**src/rtl/work_ram_arbiter.sv**
```systemverilog
// work_ram_arbiter: shares the single-port main work RAM between the CPU bus
// and the hiscore save/restore port. The CPU owns the RAM by default. A hiscore
// request pauses the CPU, waits SETTLE clocks, then grants the RAM to hiscore.
module work_ram_arbiter #(
    parameter int AW     = 11,
    parameter int SETTLE = 32
) (
    input  logic          clk48M,
    input  logic          reset,
    input  logic          cpu_ce,
    input  logic          cpu_sel,
    input  logic [AW-1:0] cpu_ad,
    input  logic          cpu_wr,
    input  logic [7:0]    cpu_wd,
    output logic [7:0]    cpu_rd,
    input  logic          hs_access,
    input  logic          hs_write,
    input  logic [AW-1:0] hs_address,
    input  logic [7:0]    hs_data_in,
    output logic [7:0]    hs_data_out,
    output logic          hs_grant,
    output logic          pause_req,
    output logic          conflict,
    output logic [AW-1:0] ram_ad,
    output logic          ram_we,
    output logic [7:0]    ram_wd,
    input  logic [7:0]    ram_rd
);

    typedef enum logic [1:0] {
        ST_CPU     = 2'd0,
        ST_DRAIN   = 2'd1,
        ST_HS      = 2'd2,
        ST_RELEASE = 2'd3
    } state_t;

    localparam logic [7:0] SETTLE_LOAD = 8'(SETTLE - 1);

    state_t        state, state_nxt;
    logic [7:0]    cnt, cnt_nxt;
    logic [1:0]    rd_pend, rd_pend_nxt;
    logic          pause_nxt, grant_nxt, conflict_nxt, we_nxt;
    logic [AW-1:0] ad_nxt;
    logic [7:0]    wd_nxt, cpu_rd_nxt, hs_do_nxt;
    logic          cpu_hit;

    assign cpu_hit = cpu_ce & cpu_sel;

    // State and datapath registers; reset cancels any pending read capture.
    always_ff @(posedge clk48M or posedge reset) begin
        if (reset) begin
            state       <= ST_CPU;
            cnt         <= '0;
            rd_pend     <= '0;
            pause_req   <= 1'b0;
            hs_grant    <= 1'b0;
            conflict    <= 1'b0;
            ram_ad      <= '0;
            ram_we      <= 1'b0;
            ram_wd      <= '0;
            cpu_rd      <= '0;
            hs_data_out <= '0;
        end else begin
            state       <= state_nxt;
            cnt         <= cnt_nxt;
            rd_pend     <= rd_pend_nxt;
            pause_req   <= pause_nxt;
            hs_grant    <= grant_nxt;
            conflict    <= conflict_nxt;
            ram_ad      <= ad_nxt;
            ram_we      <= we_nxt;
            ram_wd      <= wd_nxt;
            cpu_rd      <= cpu_rd_nxt;
            hs_data_out <= hs_do_nxt;
        end
    end

    // Next-state and next-output logic for the ownership FSM.
    always_comb begin
        state_nxt    = state;
        cnt_nxt      = cnt;
        pause_nxt    = pause_req;
        grant_nxt    = hs_grant;
        conflict_nxt = conflict;
        ad_nxt       = ram_ad;
        we_nxt       = 1'b0;
        wd_nxt       = ram_wd;
        hs_do_nxt    = hs_data_out;
        // CPU read pipeline runs independently of the FSM so a read issued on
        // the edge that enters DRAIN still lands two clocks later.
        rd_pend_nxt  = {rd_pend[0], 1'b0};
        cpu_rd_nxt   = rd_pend[1] ? ram_rd : cpu_rd;

        unique case (state)
            ST_CPU: begin
                if (cpu_hit) begin
                    ad_nxt         = cpu_ad;
                    we_nxt         = cpu_wr;
                    wd_nxt         = cpu_wd;
                    rd_pend_nxt[0] = ~cpu_wr;
                end
                if (hs_access) begin
                    state_nxt = ST_DRAIN;
                    pause_nxt = 1'b1;
                    cnt_nxt   = SETTLE_LOAD;
                end
            end
            ST_DRAIN: begin
                if (!hs_access) begin
                    state_nxt = ST_RELEASE;
                end else if (cnt == 8'd0) begin
                    state_nxt = ST_HS;
                    grant_nxt = 1'b1;
                end else begin
                    cnt_nxt = cnt - 8'd1;
                end
            end
            ST_HS: begin
                hs_do_nxt = ram_rd;
                if (cpu_hit) begin
                    conflict_nxt = 1'b1;
                end
                if (!hs_access) begin
                    state_nxt = ST_RELEASE;
                    grant_nxt = 1'b0;
                end else begin
                    ad_nxt = hs_address;
                    we_nxt = hs_write;
                    wd_nxt = hs_data_in;
                end
            end
            ST_RELEASE: begin
                pause_nxt = 1'b0;
                state_nxt = ST_CPU;
            end
            default: begin
                state_nxt = ST_CPU;
            end
        endcase
    end

endmodule

```
**config.mk**
```make
export PLATFORM = sky130hd
export DESIGN_NAME = work_ram_arbiter
export DESIGN_NICKNAME = d
export VERILOG_FILES = /design/src/rtl/work_ram_arbiter.sv
export SDC_FILE = /design/constraint.sdc
export NUM_CORES = 1
export LEC_CHECK = 0
export ABC_AREA = 1
export ABC_CLOCK_PERIOD_IN_PS = 1600
export CAP_MARGIN = 20
export CORE_MARGIN = 2
export CORE_UTILIZATION = 26
export CTS_CLUSTER_DIAMETER = 150
export DETAILED_ROUTE_END_ITERATION = 12
export SLEW_MARGIN = 30
export SYNTH_ARGS = -nofsm -noshare
export SYNTH_HDL_FRONTEND = slang
export SYNTH_SLANG_ARGS = --single-unit
export TNS_END_PERCENT = 10
```
**constraint.sdc**
```tcl
create_clock -name clk48M -period 1.6 [get_ports clk48M]
set_clock_uncertainty 0.1 [all_clocks]
set_input_delay 0.32 -clock clk48M [delete_from_list [all_inputs] [get_ports clk48M]]
set_output_delay 0.32 -clock clk48M [all_outputs]
set_load 0.01 [all_outputs]
```
==> flow_summary.ini <==
[critical_path]
worst_setup_path_start_kind = flop
crit_arrival_ns = 1.78
endpoint_kind = flop
reg2reg_to = ram_wd[1]$_DFFE_PP0P_
critPathKind = reg2reg
reg2reg_depth = 8
cp_max_fo = 21
regToRegSetupSlack_ns = -0.04
timing.rr.start = state[1]$_DFFE_PP0P_
cp.required_ns = 1.74

[grt]
grt_pass1_vias = 2131
grt_antenna_before_repair = 0
grt_util_all_layers = 0.118
gr-total-overflow = 0
grt_max_degree = 52
grt_pass1_wl_mm = 9.87

[floorplan]
core_um2 = 9640
initial_core_util = 0.265
dieWidth_um = 103
ioPinCount = 92
die_area_um2 = 10600
num_rows = 36
die_h_um = 103

[synth]
ys_warn_count = 0
ys_seq_area_frac = 0.500
syn_inst = 315
synth_top_area_frac = 0.500
synth.area.top_cells = dfrtp_1 (50%), nand2_1 (19%), inv_1 (5.9%)
synth_cell_types = 24
yosysTopAreaCell = dfrtp_1
synth_area_per_cell_um2 = 8.10
syn-num-nets = 374
netlist_area_um2 = 2550
ys_ff_latch = 51

[placed_design]
gp_congestion = 0.745
dp_hpwl_mm = 4.75
place_inst = 550
io_buffers = 91
post-place-ws_ns = -0.192

[clock_tree]
cts_hold_buf = 0
cts_inserted_buffers = 5
path_clk_slew_ns = 0.10
clock_latency_ns = 0.30
cts_max_level = 2
cts-root-buf = clkbuf_8
cts_tree = yes
cts_sinks = 51
clock_path_buffers = 2

[detailed_routing]
wl_per_cell_um = 11.2
drc = 0
viasPerCell = 4.13
vias = 2309
postRouteAntennaNets = 0
routed_wl_mm = 6.28
drt_iter0_markers = 49
dr.pass1.iters = 4

[cells_and_area]
drive_above_1_share = 0.143
fill_cells = 1005
final_common_cell = nand2_1
final_cell_mix = nand2_1 (128), clkdlybuf4s50_1 (52), dfrtp_1 (51)
utilization = 0.402
regArea_um2 = 1280
area_growth_pct = 51.9
stdcell_count = 559
fin_nets = 484
n_antenna_cell = 0
multi_input_area_um2 = 1090

[flow_run]
maxCapViolations = 0

[power_and_ir_drop]
power.density_nw_per_um2 = 1720
finalPower_uw = 6650
leakage_uw = 0.00195
ir_drop_mv = 0.634

[timing]
slew_headroom = 0.752
finalHoldViolCount = 0
rsz0062_at_grt = yes
setup_viol = 10
worst_slack_ns = -0.0379
period_share = 1.02
slew_viol_final = 0
max_freq_mhz = 611
whs_ns = 0.262
fin_crit_ns = 1.64
worst_slew_pin_slew_ns = 0.372

[outcome]
violations = setup timing
status = finished, violations left

[min_path]
min_to = rd_pend[1]$_DFF_PP0_
min-delay-start = rd_pend[0]$_DFF_PP0_
holdPathStages = 0
hp-class = reg2reg
==> cell families after synthesis <==
group	after synthesis	share of synthesized area
AOI/OAI and AO/OA	35	0.0897
xor gates and xnor gates	1	0.00343
adders and majority gates	6	0.0294
buffers and inverters	51	0.0917
DFF	51	0.500
muxes	8	0.0353
and+or+nand+nor	163	0.250
==> Yosys cell counts <==
library cell,count
mux2_2,8
buf_6,1
nand3_1,11
buf_12,1
clkbuf_1,2
nand2_1,132
o21ai_2,11
a21oi_1,3
ha_1,6
nand3b_1,1
dfrtp_1,51
nor2_1,15
nand4_1,3
buf_8,1
inv_1,40
o31ai_1,1
o21ai_0,17
nor3_1,1
o21ai_1,1
clkbuf_2,1
buf_2,5
xor2_1,1
o21bai_1,1
a211oi_2,1
==> sequential cells by signal (all words and copies together), names as in the netlist <==
register / flops
ram_ad: 11
cnt: 8
cpu_rd: 8
hs_data_out: 8
ram_wd: 8
rd_pend: 2
state: 2
conflict: 1
hs_grant: 1
pause_req: 1
ram_we: 1
==> critical path, cell delays in order, from the launching register on <==
cell and delay, ns:
dfrtp_1 0.41, inv_1 0.09, ha_2 0.22, nor2_1 0.08, a211oi_4 0.24, buf_12 0.18, buf_12 0.14, nand2_1 0.06
o21ai_2 0.05
==> report_power, final <==
group          total [uW]  switching, uW  leakage, uW  internal [uW]
Sequential           2130            280     0.000625           1850
Combinational        3610           1940      0.00127           1670
Clock                 910            439    0.0000548            471
==> stage by stage <==
step	TNS (ns)	cell area, um2
finish	-0.335	3870
detailed placement	-3.58	3760
global placement	-2.84	3760
floorplan	-0.0272	2550
global route	-1.60	3870
CTS	-0.528	3830
==> timing repair <==
item | in CTS | in global routing
resized for setup | 42 | 9
endpoints found under the setup margin | 51 | 29
setup buffers | 0 | 1
==> worst max path at each step <==
stage                                        to                 start  slack [ns]
final                     ram_wd[1]$_DFFE_PP0P_  state[1]$_DFFE_PP0P_       -0.04
after global routing      ram_wd[3]$_DFFE_PP0P_  state[0]$_DFFE_PP0P_       -0.13
after CTS                 ram_wd[3]$_DFFE_PP0P_  state[1]$_DFFE_PP0P_       -0.06
after detailed placement  ram_wd[1]$_DFFE_PP0P_                cpu_ce       -0.19
after global placement    ram_wd[1]$_DFFE_PP0P_                cpu_ce       -0.16
after floorplan           ram_ad[0]$_DFFE_PP0P_  state[0]$_DFFE_PP0P_      -0.003
==> layer usage <==
layer | up-vias | global-route usage | part of all wire
li1 | 1187 | - | -
met1 | 1066 | 0.153 | 0.45
met2 | 51 | 0.203 | 0.49
met3 | 5 | 0.0285 | 0.055
met4 | 0 | 0.0243 | 0.0061
met5 | - | 0 | 0
==> area by class of cell <==
class / instances / share of cell area
Tap cell: 133 / 0.0429
Sequential cell: 51 / 0.329
Timing Repair Buffer: 114 / 0.278
Multi-Input combinational cell: 213 / 0.281
Clock inverter: 3 / 0.0119
Inverter: 40 / 0.0397
Clock buffer: 5 / 0.0178
Note: power is estimated with default switching activity, not from simulation.
